## src/rtl/adc_display_pkg.sv

```systemverilog
// rtl/adc_display_pkg.sv - shared defaults and FSM encoding for the ADC voltage display path
// Contents:
//   ADC_WIDTH_DEF, AVG_LOG2_DEF, VREF_DV_DEF : default sample width, averaging window, full scale
//   DV_MAX, DD_ITERS                         : display clamp (9.9 V) and double-dabble iteration count
//   adc_state_e                              : conversion FSM states
package adc_display_pkg;

    localparam int ADC_WIDTH_DEF = 12;
    localparam int AVG_LOG2_DEF  = 4;
    localparam int VREF_DV_DEF   = 33;

    // Two BCD digits can show at most 9.9 V.
    localparam int DV_MAX        = 99;
    // One double-dabble iteration per bit of the 7-bit voltage.
    localparam int DD_ITERS      = 7;

    typedef enum logic [1:0] {
        ST_ACCUM = 2'd0,
        ST_SCALE = 2'd1,
        ST_CONV  = 2'd2,
        ST_DONE  = 2'd3
    } adc_state_e;

endpackage

```

## src/rtl/bin2bcd_seq.sv

```systemverilog
// rtl/bin2bcd_seq.sv - sequential double-dabble, 7-bit binary to two BCD digits
// Ports:
//   sys_clk, rst_n : clock, asynchronous active-low reset (drops any conversion in flight)
//   start          : load bin; iterations run on the following DD_ITERS edges
//   bin            : 7-bit binary value (0..99)
//   done           : high during the cycle whose closing edge performs the last iteration
//   bcd            : {tens, ones} BCD digits; final once the last iteration has run
module bin2bcd_seq
    import adc_display_pkg::*;
(
    input  logic       sys_clk,
    input  logic       rst_n,
    input  logic       start,
    input  logic [6:0] bin,
    output logic       done,
    output logic [7:0] bcd
);

    // {tens[3:0], ones[3:0], bin[6:0]}
    logic [14:0] sh_q, sh_d;
    logic [2:0]  cnt_q, cnt_d;
    logic        run_q, run_d;
    logic [14:0] adj;

    always_comb begin
        sh_d  = sh_q;
        cnt_d = cnt_q;
        run_d = run_q;

        // Add-3 correction on any digit >= 5 so the following shift carries correctly.
        adj = sh_q;
        if (adj[10:7] >= 4'd5) begin
            adj[10:7] = adj[10:7] + 4'd3;
        end
        if (adj[14:11] >= 4'd5) begin
            adj[14:11] = adj[14:11] + 4'd3;
        end

        if (start) begin
            sh_d  = {8'd0, bin};
            cnt_d = 3'd0;
            run_d = 1'b1;
        end else if (run_q) begin
            sh_d  = {adj[13:0], 1'b0};
            cnt_d = cnt_q + 3'd1;
            if (done) begin
                run_d = 1'b0;
            end
        end
    end

    always_ff @(posedge sys_clk or negedge rst_n) begin
        if (!rst_n) begin
            sh_q  <= '0;
            cnt_q <= '0;
            run_q <= 1'b0;
        end else begin
            sh_q  <= sh_d;
            cnt_q <= cnt_d;
            run_q <= run_d;
        end
    end

    assign done = run_q && (cnt_q == 3'(DD_ITERS - 1));
    assign bcd  = sh_q[14:7];

endmodule

```

## src/rtl/adc_voltage_bcd.sv

```systemverilog
// rtl/adc_voltage_bcd.sv - averages ADC samples and presents the voltage as packed BCD
// Ports:
//   sys_clk, rst_n       : clock, asynchronous active-low reset
//   adc_data, adc_valid  : raw unsigned sample and its one-cycle qualifier
//   oled_display_digital : [7:4] = volts, [3:0] = tenths of a volt, held between updates
//   update               : one-cycle pulse when oled_display_digital is reloaded
//   busy                 : high while scaling or converting to BCD
module adc_voltage_bcd
    import adc_display_pkg::*;
#(
    parameter int ADC_WIDTH = ADC_WIDTH_DEF,
    parameter int AVG_LOG2  = AVG_LOG2_DEF,
    parameter int VREF_DV   = VREF_DV_DEF
) (
    input  logic                 sys_clk,
    input  logic                 rst_n,
    input  logic [ADC_WIDTH-1:0] adc_data,
    input  logic                 adc_valid,
    output logic [7:0]           oled_display_digital,
    output logic                 update,
    output logic                 busy
);

    localparam int ACC_W  = ADC_WIDTH + AVG_LOG2;
    // Eight extra bits keep avg * VREF_DV exact for any VREF_DV up to 255.
    localparam int PROD_W = ADC_WIDTH + 8;

    adc_state_e            state_q, state_d;
    logic [ACC_W-1:0]      acc_q, acc_d;
    logic [AVG_LOG2-1:0]   cnt_q, cnt_d;
    logic [ADC_WIDTH-1:0]  avg_q, avg_d;
    logic [7:0]            out_q, out_d;
    logic                  update_q, update_d;

    logic [ACC_W-1:0]      sum;
    logic                  win_done;
    logic [PROD_W-1:0]     prod;
    logic [7:0]            dv_full;
    logic [6:0]            dv;
    logic                  bcd_start;
    logic                  bcd_done;
    logic [7:0]            bcd;

    // Scaling works from the registered average, so no sample input reaches an output.
    always_comb begin
        prod    = PROD_W'(avg_q) * PROD_W'(VREF_DV);
        dv_full = 8'(prod >> ADC_WIDTH);
        dv      = (dv_full > 8'(DV_MAX)) ? 7'(DV_MAX) : dv_full[6:0];
    end

    assign bcd_start = (state_q == ST_SCALE);

    always_comb begin
        state_d  = state_q;
        acc_d    = acc_q;
        cnt_d    = cnt_q;
        avg_d    = avg_q;
        out_d    = out_q;
        update_d = 1'b0;
        win_done = 1'b0;

        // Accumulation runs in every state; the closing sample is folded into the
        // average directly and the next window starts from zero on the same edge.
        sum = acc_q + ACC_W'(adc_data);
        if (adc_valid) begin
            if (&cnt_q) begin
                acc_d    = '0;
                cnt_d    = '0;
                win_done = 1'b1;
            end else begin
                acc_d = sum;
                cnt_d = cnt_q + 1'b1;
            end
        end

        case (state_q)
            ST_ACCUM: begin
                if (win_done) begin
                    avg_d   = sum[ACC_W-1:AVG_LOG2];
                    state_d = ST_SCALE;
                end
            end
            ST_SCALE: begin
                state_d = ST_CONV;
            end
            ST_CONV: begin
                if (bcd_done) begin
                    state_d = ST_DONE;
                end
            end
            ST_DONE: begin
                out_d    = bcd;
                update_d = 1'b1;
                state_d  = ST_ACCUM;
            end
            default: begin
                state_d = ST_ACCUM;
            end
        endcase
    end

    always_ff @(posedge sys_clk or negedge rst_n) begin
        if (!rst_n) begin
            state_q  <= ST_ACCUM;
            acc_q    <= '0;
            cnt_q    <= '0;
            avg_q    <= '0;
            out_q    <= 8'h00;
            update_q <= 1'b0;
        end else begin
            state_q  <= state_d;
            acc_q    <= acc_d;
            cnt_q    <= cnt_d;
            avg_q    <= avg_d;
            out_q    <= out_d;
            update_q <= update_d;
        end
    end

    bin2bcd_seq u_bin2bcd (
        .sys_clk (sys_clk),
        .rst_n   (rst_n),
        .start   (bcd_start),
        .bin     (dv),
        .done    (bcd_done),
        .bcd     (bcd)
    );

    assign oled_display_digital = out_q;
    assign update               = update_q;
    assign busy                 = (state_q == ST_SCALE) || (state_q == ST_CONV);

endmodule

```

## config.mk

```make
export PLATFORM = sky130hd
export DESIGN_NAME = adc_voltage_bcd
export DESIGN_NICKNAME = d
export VERILOG_FILES = /design/src/rtl/adc_display_pkg.sv /design/src/rtl/bin2bcd_seq.sv /design/src/rtl/adc_voltage_bcd.sv
export SDC_FILE = /design/constraint.sdc
export NUM_CORES = 1
export LEC_CHECK = 0
export CAP_MARGIN = 20
export CORE_MARGIN = 4
export CORE_UTILIZATION = 30
export DETAILED_ROUTE_END_ITERATION = 6
export HOLD_SLACK_MARGIN = 0.12
export PLACE_DENSITY = 0.55
export SLEW_MARGIN = 15
export SYNTH_ARGS = -nofsm -noshare
export SYNTH_HDL_FRONTEND = slang
export SYNTH_HIERARCHICAL = 1
export SYNTH_SLANG_ARGS = --single-unit
export TNS_END_PERCENT = 20
```

## constraint.sdc

```tcl
create_clock -name sys_clk -period 2.6 [get_ports sys_clk]
set_input_delay 0.39 -clock sys_clk [delete_from_list [all_inputs] [get_ports sys_clk]]
set_output_delay 0.39 -clock sys_clk [all_outputs]
set_load 0.02 [all_outputs]
```

==> run summary <==
LOGIC SYNTHESIS
--------------------------------------------------------------------------------------------------
Area of the mapped netlist                                                                3740 µm²
EDFF count, synth                                                                                0
Most area-hungry cell type in the Yosys netlist                                       sky130_fd_sc_hd__dfrtp_1
Fraction of registers with async set/reset                                                    1.00
Cell types occupying the most area after synthesis                                    sky130_fd_sc_hd__dfrtp_1 41%, sky130_fd_sc_hd__ha_1 14%, sky130_fd_sc_hd__nand2_1 3.5%, sky130_fd_sc_hd__o21ai_0 3.1%, sky130_fd_sc_hd__xor2_1 3.0%
Count of yosys warnings during synthesis                                                         6
Share of Yosys cell area claimed by the top area cell type                                   0.415
Number of distinct standard cells referenced by the synthesized netlist                         58
Synth Area per Inst                                                                       10.4 µm²
Simple-gate share of the synthesized area                                                    0.129
Commonest register cell after synthesis                                               sky130_fd_sc_hd__dfrtp_1
Adder-cell share of the synthesized area                                                     0.146
Xor/xnor share of the synthesized area                                                      0.0492
Number of synthesized register bits                                                             62
Combinational family with the most area after synthesis                               compound AO/OA/AOI/OAI gates
Multiplexer area fraction after synthesis                                                   0.0542
Post-synthesis compound-gate area fraction                                                   0.177
Proportion of synthesized chip area in sequential cells                                      0.415
Gate count after technology mapping                                                            360
Nets in the synthesized netlist                                                                418

CTS
--------------------------------------------------------------------------------------------------
H-Tree Depth                                                                                     3
TritonCTS clock tree                                                                          done
Clock latency of the later-clocked register in the worst-skew pair                         0.33 ns
Root buf cell                                                                         sky130_fd_sc_hd__clkbuf_16
Total number of clock tree sinks                                                                62
Number of CTS-inserted buffers                                                                   9
Clock transition time at the flip-flop clock pins of the worst setup and hold paths        0.05 ns
Clock Tree Buf Depth                                                                             2

FLOORPLANNING
--------------------------------------------------------------------------------------------------
Placeable core region                                                                   12,100 µm²
Total number of placement rows                                                                  40
Die Outline Area                                                                        14,300 µm²
Effective utilization at floorplan                                                           0.309
Die boundary width                                                                          120 µm
Height of the chip                                                                          120 µm
Number of placed I/O pins                                                                       25

LAYOUT
--------------------------------------------------------------------------------------------------
Syn-to-layout area delta                                                                     22.7%
Filler Cells Inserted                                                                        1,272
Net total in the final layout                                                                  459
Proportion of layout cells with a drive suffix above 1                                       0.146
Antenna fix cells                                                                                0
Footprint of the multi-input gates                                                        2100 µm²
Final non-filler cell area                                                                4590 µm²
Combined flip-flop and latch cell area                                                    1550 µm²

CRITICAL PATH
--------------------------------------------------------------------------------------------------
Critical path's most frequent cell                                                    sky130_fd_sc_hd__ha_1
Cell type of the slowest stage on the worst timing path                               sky130_fd_sc_hd__dfrtp_1
Category of the most critical setup path                                              flop to flop
Critical path required time                                                                2.81 ns
Slowest Stage Delay on Critical Path                                                       0.40 ns
Data arrival, critical path                                                                2.63 ns
Type of origin of the critical path                                                           flop
CP cell instances                                                                     ha_1 -> ha_1 -> ha_4 -> and4_1 -> nand4_1 -> nand3_2 -> a41o_1 -> o211a_1 -> and2_1 -> nand2_1 -> o21ai_0
Critical Path End Type                                                                        flop
Max Fanout on Critical Path                                                                      3

POWER AND IR DROP
--------------------------------------------------------------------------------------------------
Switching power                                                                            2.01 mW
VDD IR-drop max                                                                             461 µV
Fraction of power consumed by combinational cells                                            0.453
Cell Int Power                                                                             3.26 mW
Switching share of total power                                                               0.381
Part of the power in registers                                                               0.326
Proportion of power drawn by the clock network                                               0.221
Total Power Consumption                                                                    5.28 mW
Total power divided by cell area                                                       1150 nW/µm²
Static Leakage                                                                             2.18 nW

DETAILED ROUTING
--------------------------------------------------------------------------------------------------
Top Metal Used                                                                                met4
Final ANT Viol Nets                                                                              0
Vias after detailed routing                                                                  2,731
Via density                                                                                   4.77
Starting DRT DRC Count                                                                         165
Metal3 WL                                                                                   302 µm
Total detailed-routing wirelength                                                          7.35 mm
Detailed-routed wire length on met2                                                        3.55 mm
Average wire length per cell after detail routing                                          12.8 µm
Wl on met1                                                                                 3.37 mm
Drt drc                                                                                          0
Number of detailed-routing iterations run before antenna repair                                  4

TIMING
--------------------------------------------------------------------------------------------------
Final worst slack                                                                         0.177 ns
Worst Skew                                                                              0.00281 ns
Final critical delay including setup and external delays                                   2.42 ns
Worst relative slew slack                                                                    0.554
Transition at the pin with the smallest max-transition slack                              0.669 ns
FMAX                                                                                       413 MHz
Final hold violations                                                                            0
Number of setup violations in the final report                                                   0
Smallest hold slack                                                                       0.490 ns
Final worst path period share                                                                0.932
Max-slew violation count                                                                         0
Setup TNS                                                                                     0 ns
RSZ-0062 raised after global routing                                                         false

PLACED DESIGN
--------------------------------------------------------------------------------------------------
HPWL after detailed placement                                                              5.47 mm
Number of port buffers                                                                          24
Weighted congestion reported at the end of routability-driven placement                      0.828
Cell area after placement                                                                 4270 µm²
Worst-case setup slack after placement                                                   -0.131 ns

GLOBAL ROUTING
--------------------------------------------------------------------------------------------------
Gr ovfl total                                                                                    0
Total Routing Usage GR                                                                       0.110
Number of global-route vias before repair                                                    2,816
Largest net degree at the start of global routing                                               30
Wire length of the first global-routing pass                                               13.0 mm
Initial antenna violation count                                                                  0

OUTCOME
--------------------------------------------------------------------------------------------------
Outcome                                                                               finished clean

HOLD PATH
--------------------------------------------------------------------------------------------------
Worst hold path class                                                                 flop to flop

JOB
--------------------------------------------------------------------------------------------------
Max-cap check violation count                                                                    0

## power by group through the flow
stage / logic, mW / registers (mW) / clock network, mW
after floorplan: 1.73 / 1.67 / 0
after global placement: 2.33 / 1.72 / 0
after detailed placement: 2.40 / 1.73 / 0
after CTS: 2.41 / 1.73 / 1.20
after global routing: 2.70 / 1.79 / 1.25
final: 2.39 / 1.72 / 1.16
## Yosys cell counts, types with 2 or more instances
| cell | number |
|---|---|
| sky130_fd_sc_hd__a211oi_1 | 3 |
| sky130_fd_sc_hd__a21o_1 | 5 |
| sky130_fd_sc_hd__a21oi_1 | 22 |
| sky130_fd_sc_hd__a22o_1 | 7 |
| sky130_fd_sc_hd__a31oi_1 | 2 |
| sky130_fd_sc_hd__and2_1 | 3 |
| sky130_fd_sc_hd__and3_1 | 2 |
| sky130_fd_sc_hd__buf_2 | 6 |
| sky130_fd_sc_hd__clkbuf_1 | 8 |
| sky130_fd_sc_hd__dfrtp_1 | 62 |
| sky130_fd_sc_hd__ha_1 | 42 |
| sky130_fd_sc_hd__inv_1 | 12 |
| sky130_fd_sc_hd__mux2_2 | 10 |
| sky130_fd_sc_hd__mux2i_1 | 9 |
| sky130_fd_sc_hd__nand2_1 | 35 |
| sky130_fd_sc_hd__nand2b_1 | 2 |
| sky130_fd_sc_hd__nand3_1 | 9 |
| sky130_fd_sc_hd__nand4_1 | 4 |
| sky130_fd_sc_hd__nand4b_1 | 3 |
| sky130_fd_sc_hd__nor2_1 | 18 |
| sky130_fd_sc_hd__nor2b_1 | 3 |
| sky130_fd_sc_hd__o211ai_1 | 2 |
| sky130_fd_sc_hd__o21ai_0 | 23 |
| sky130_fd_sc_hd__o21ai_1 | 5 |
| sky130_fd_sc_hd__o2bb2ai_1 | 7 |
| sky130_fd_sc_hd__o311ai_0 | 2 |
| sky130_fd_sc_hd__or4_1 | 2 |
| sky130_fd_sc_hd__or4b_1 | 3 |
| sky130_fd_sc_hd__xnor2_1 | 8 |
| sky130_fd_sc_hd__xor2_1 | 13 |
## per-stage QoR
step,std cells,utilization
after floorplan,360,-
after global placement,557,0.353
after detailed placement,557,0.353
after CTS,573,0.377
after global routing,573,0.379
final,573,0.379
## per-layer routing
layer / GRT usage / vias up
li1: - / 1387
met1: 0.134 / 1287
met2: 0.189 / 44
met3: 0.0330 / 13
met4: 0.0315 / 0
met5: 0 / -
## cell families (layout without fill, tap and decap cells)
family	count (synthesis)	in the layout
compound gates	95	95
flops	62	62
other cells	1	1
simple gates	92	92
fa+ha+maj	43	43
buf+inv	27	72
mux	19	19
xor+xnor	21	21
## flip-flops by register name, summed over array words and instances (netlist names)
register and count:
acc_q 16, u_bin2bcd/sh_q 15, avg_q 12, oled_display_digital 8, cnt_q 4, u_bin2bcd/cnt_q 3
state_q 2, u_bin2bcd/run_q 1, update 1
## placed cells by master, fill, tap and decap left out, drive strengths merged, types with 2 or more instances in the layout
| cell type | netlist | final |
|---|---|---|
| o311ai | 2 | 2 |
| o211ai | 2 | 2 |
| o31ai | 3 | 3 |
| a21o | 5 | 5 |
| nor2b | 3 | 3 |
| or4 | 2 | 2 |
| a211oi | 4 | 4 |
| or4b | 3 | 3 |
| mux2 | 10 | 10 |
| dfrtp | 62 | 62 |
| clkinv | 0 | 2 |
| inv | 12 | 12 |
| clkdlybuf4s50 | 0 | 23 |
| ha | 42 | 42 |
| o2bb2ai | 7 | 7 |
| nand3 | 9 | 9 |
| xnor2 | 8 | 8 |
| and3 | 2 | 2 |
| a21oi | 23 | 23 |
| nand4b | 3 | 3 |
| a22o | 7 | 7 |
| nor2 | 18 | 18 |
| nand2 | 35 | 35 |
| buf | 7 | 21 |
| or3 | 2 | 2 |
| mux2i | 9 | 9 |
| and2 | 4 | 4 |
| nand4 | 5 | 5 |
| xor2 | 13 | 13 |
| nand2b | 2 | 2 |
| a31oi | 2 | 2 |
| o21ai | 29 | 29 |
| clkbuf | 8 | 11 |
## final timing paths
path | startpoint | to | slack (ns) | depth (start not counted)
setup / recovery | avg_q[10] | u_bin2bcd/sh_q[5] | 0.18 | 11
hold / removal | acc_q[5] | acc_q[5] | 0.49 | 1
setup reg to reg | avg_q[10] | u_bin2bcd/sh_q[5] | 0.18 | 11
hold reg to reg | acc_q[5] | acc_q[5] | 0.49 | 1
max in group asynchronous | rst_n | acc_q[4] | 1.28 | 3
min in group asynchronous | rst_n | oled_display_digital[7] | 0.63 | 2
## timing repair
item	CTS	global route
hold buffers	1	0
gates resized for setup	0	2
setup buffers	0	0
setup endpoints to repair	0	4
hold endpoints to repair	4	0
## worst max-delay path: cells and delay by family (launching register included)
family / cells / cell delay [ns]
adders and majority gates: 3 / 0.87
DFF: 1 / 0.40
and+or+nand+nor: 5 / 0.53
AOI/OAI and AO/OA: 3 / 0.51
## layout make-up
| cell class | count | area share |
|---|---|---|
| timing repair buffer | 45 | 0.0862 |
| sequential | 62 | 0.338 |
| clock buffer | 11 | 0.0529 |
| tap | 168 | 0.0458 |
| inverter | 12 | 0.00982 |
| clock inverter | 4 | 0.0104 |
| multi-input combinational | 271 | 0.457 |
(Power assumes the default switching activity.)
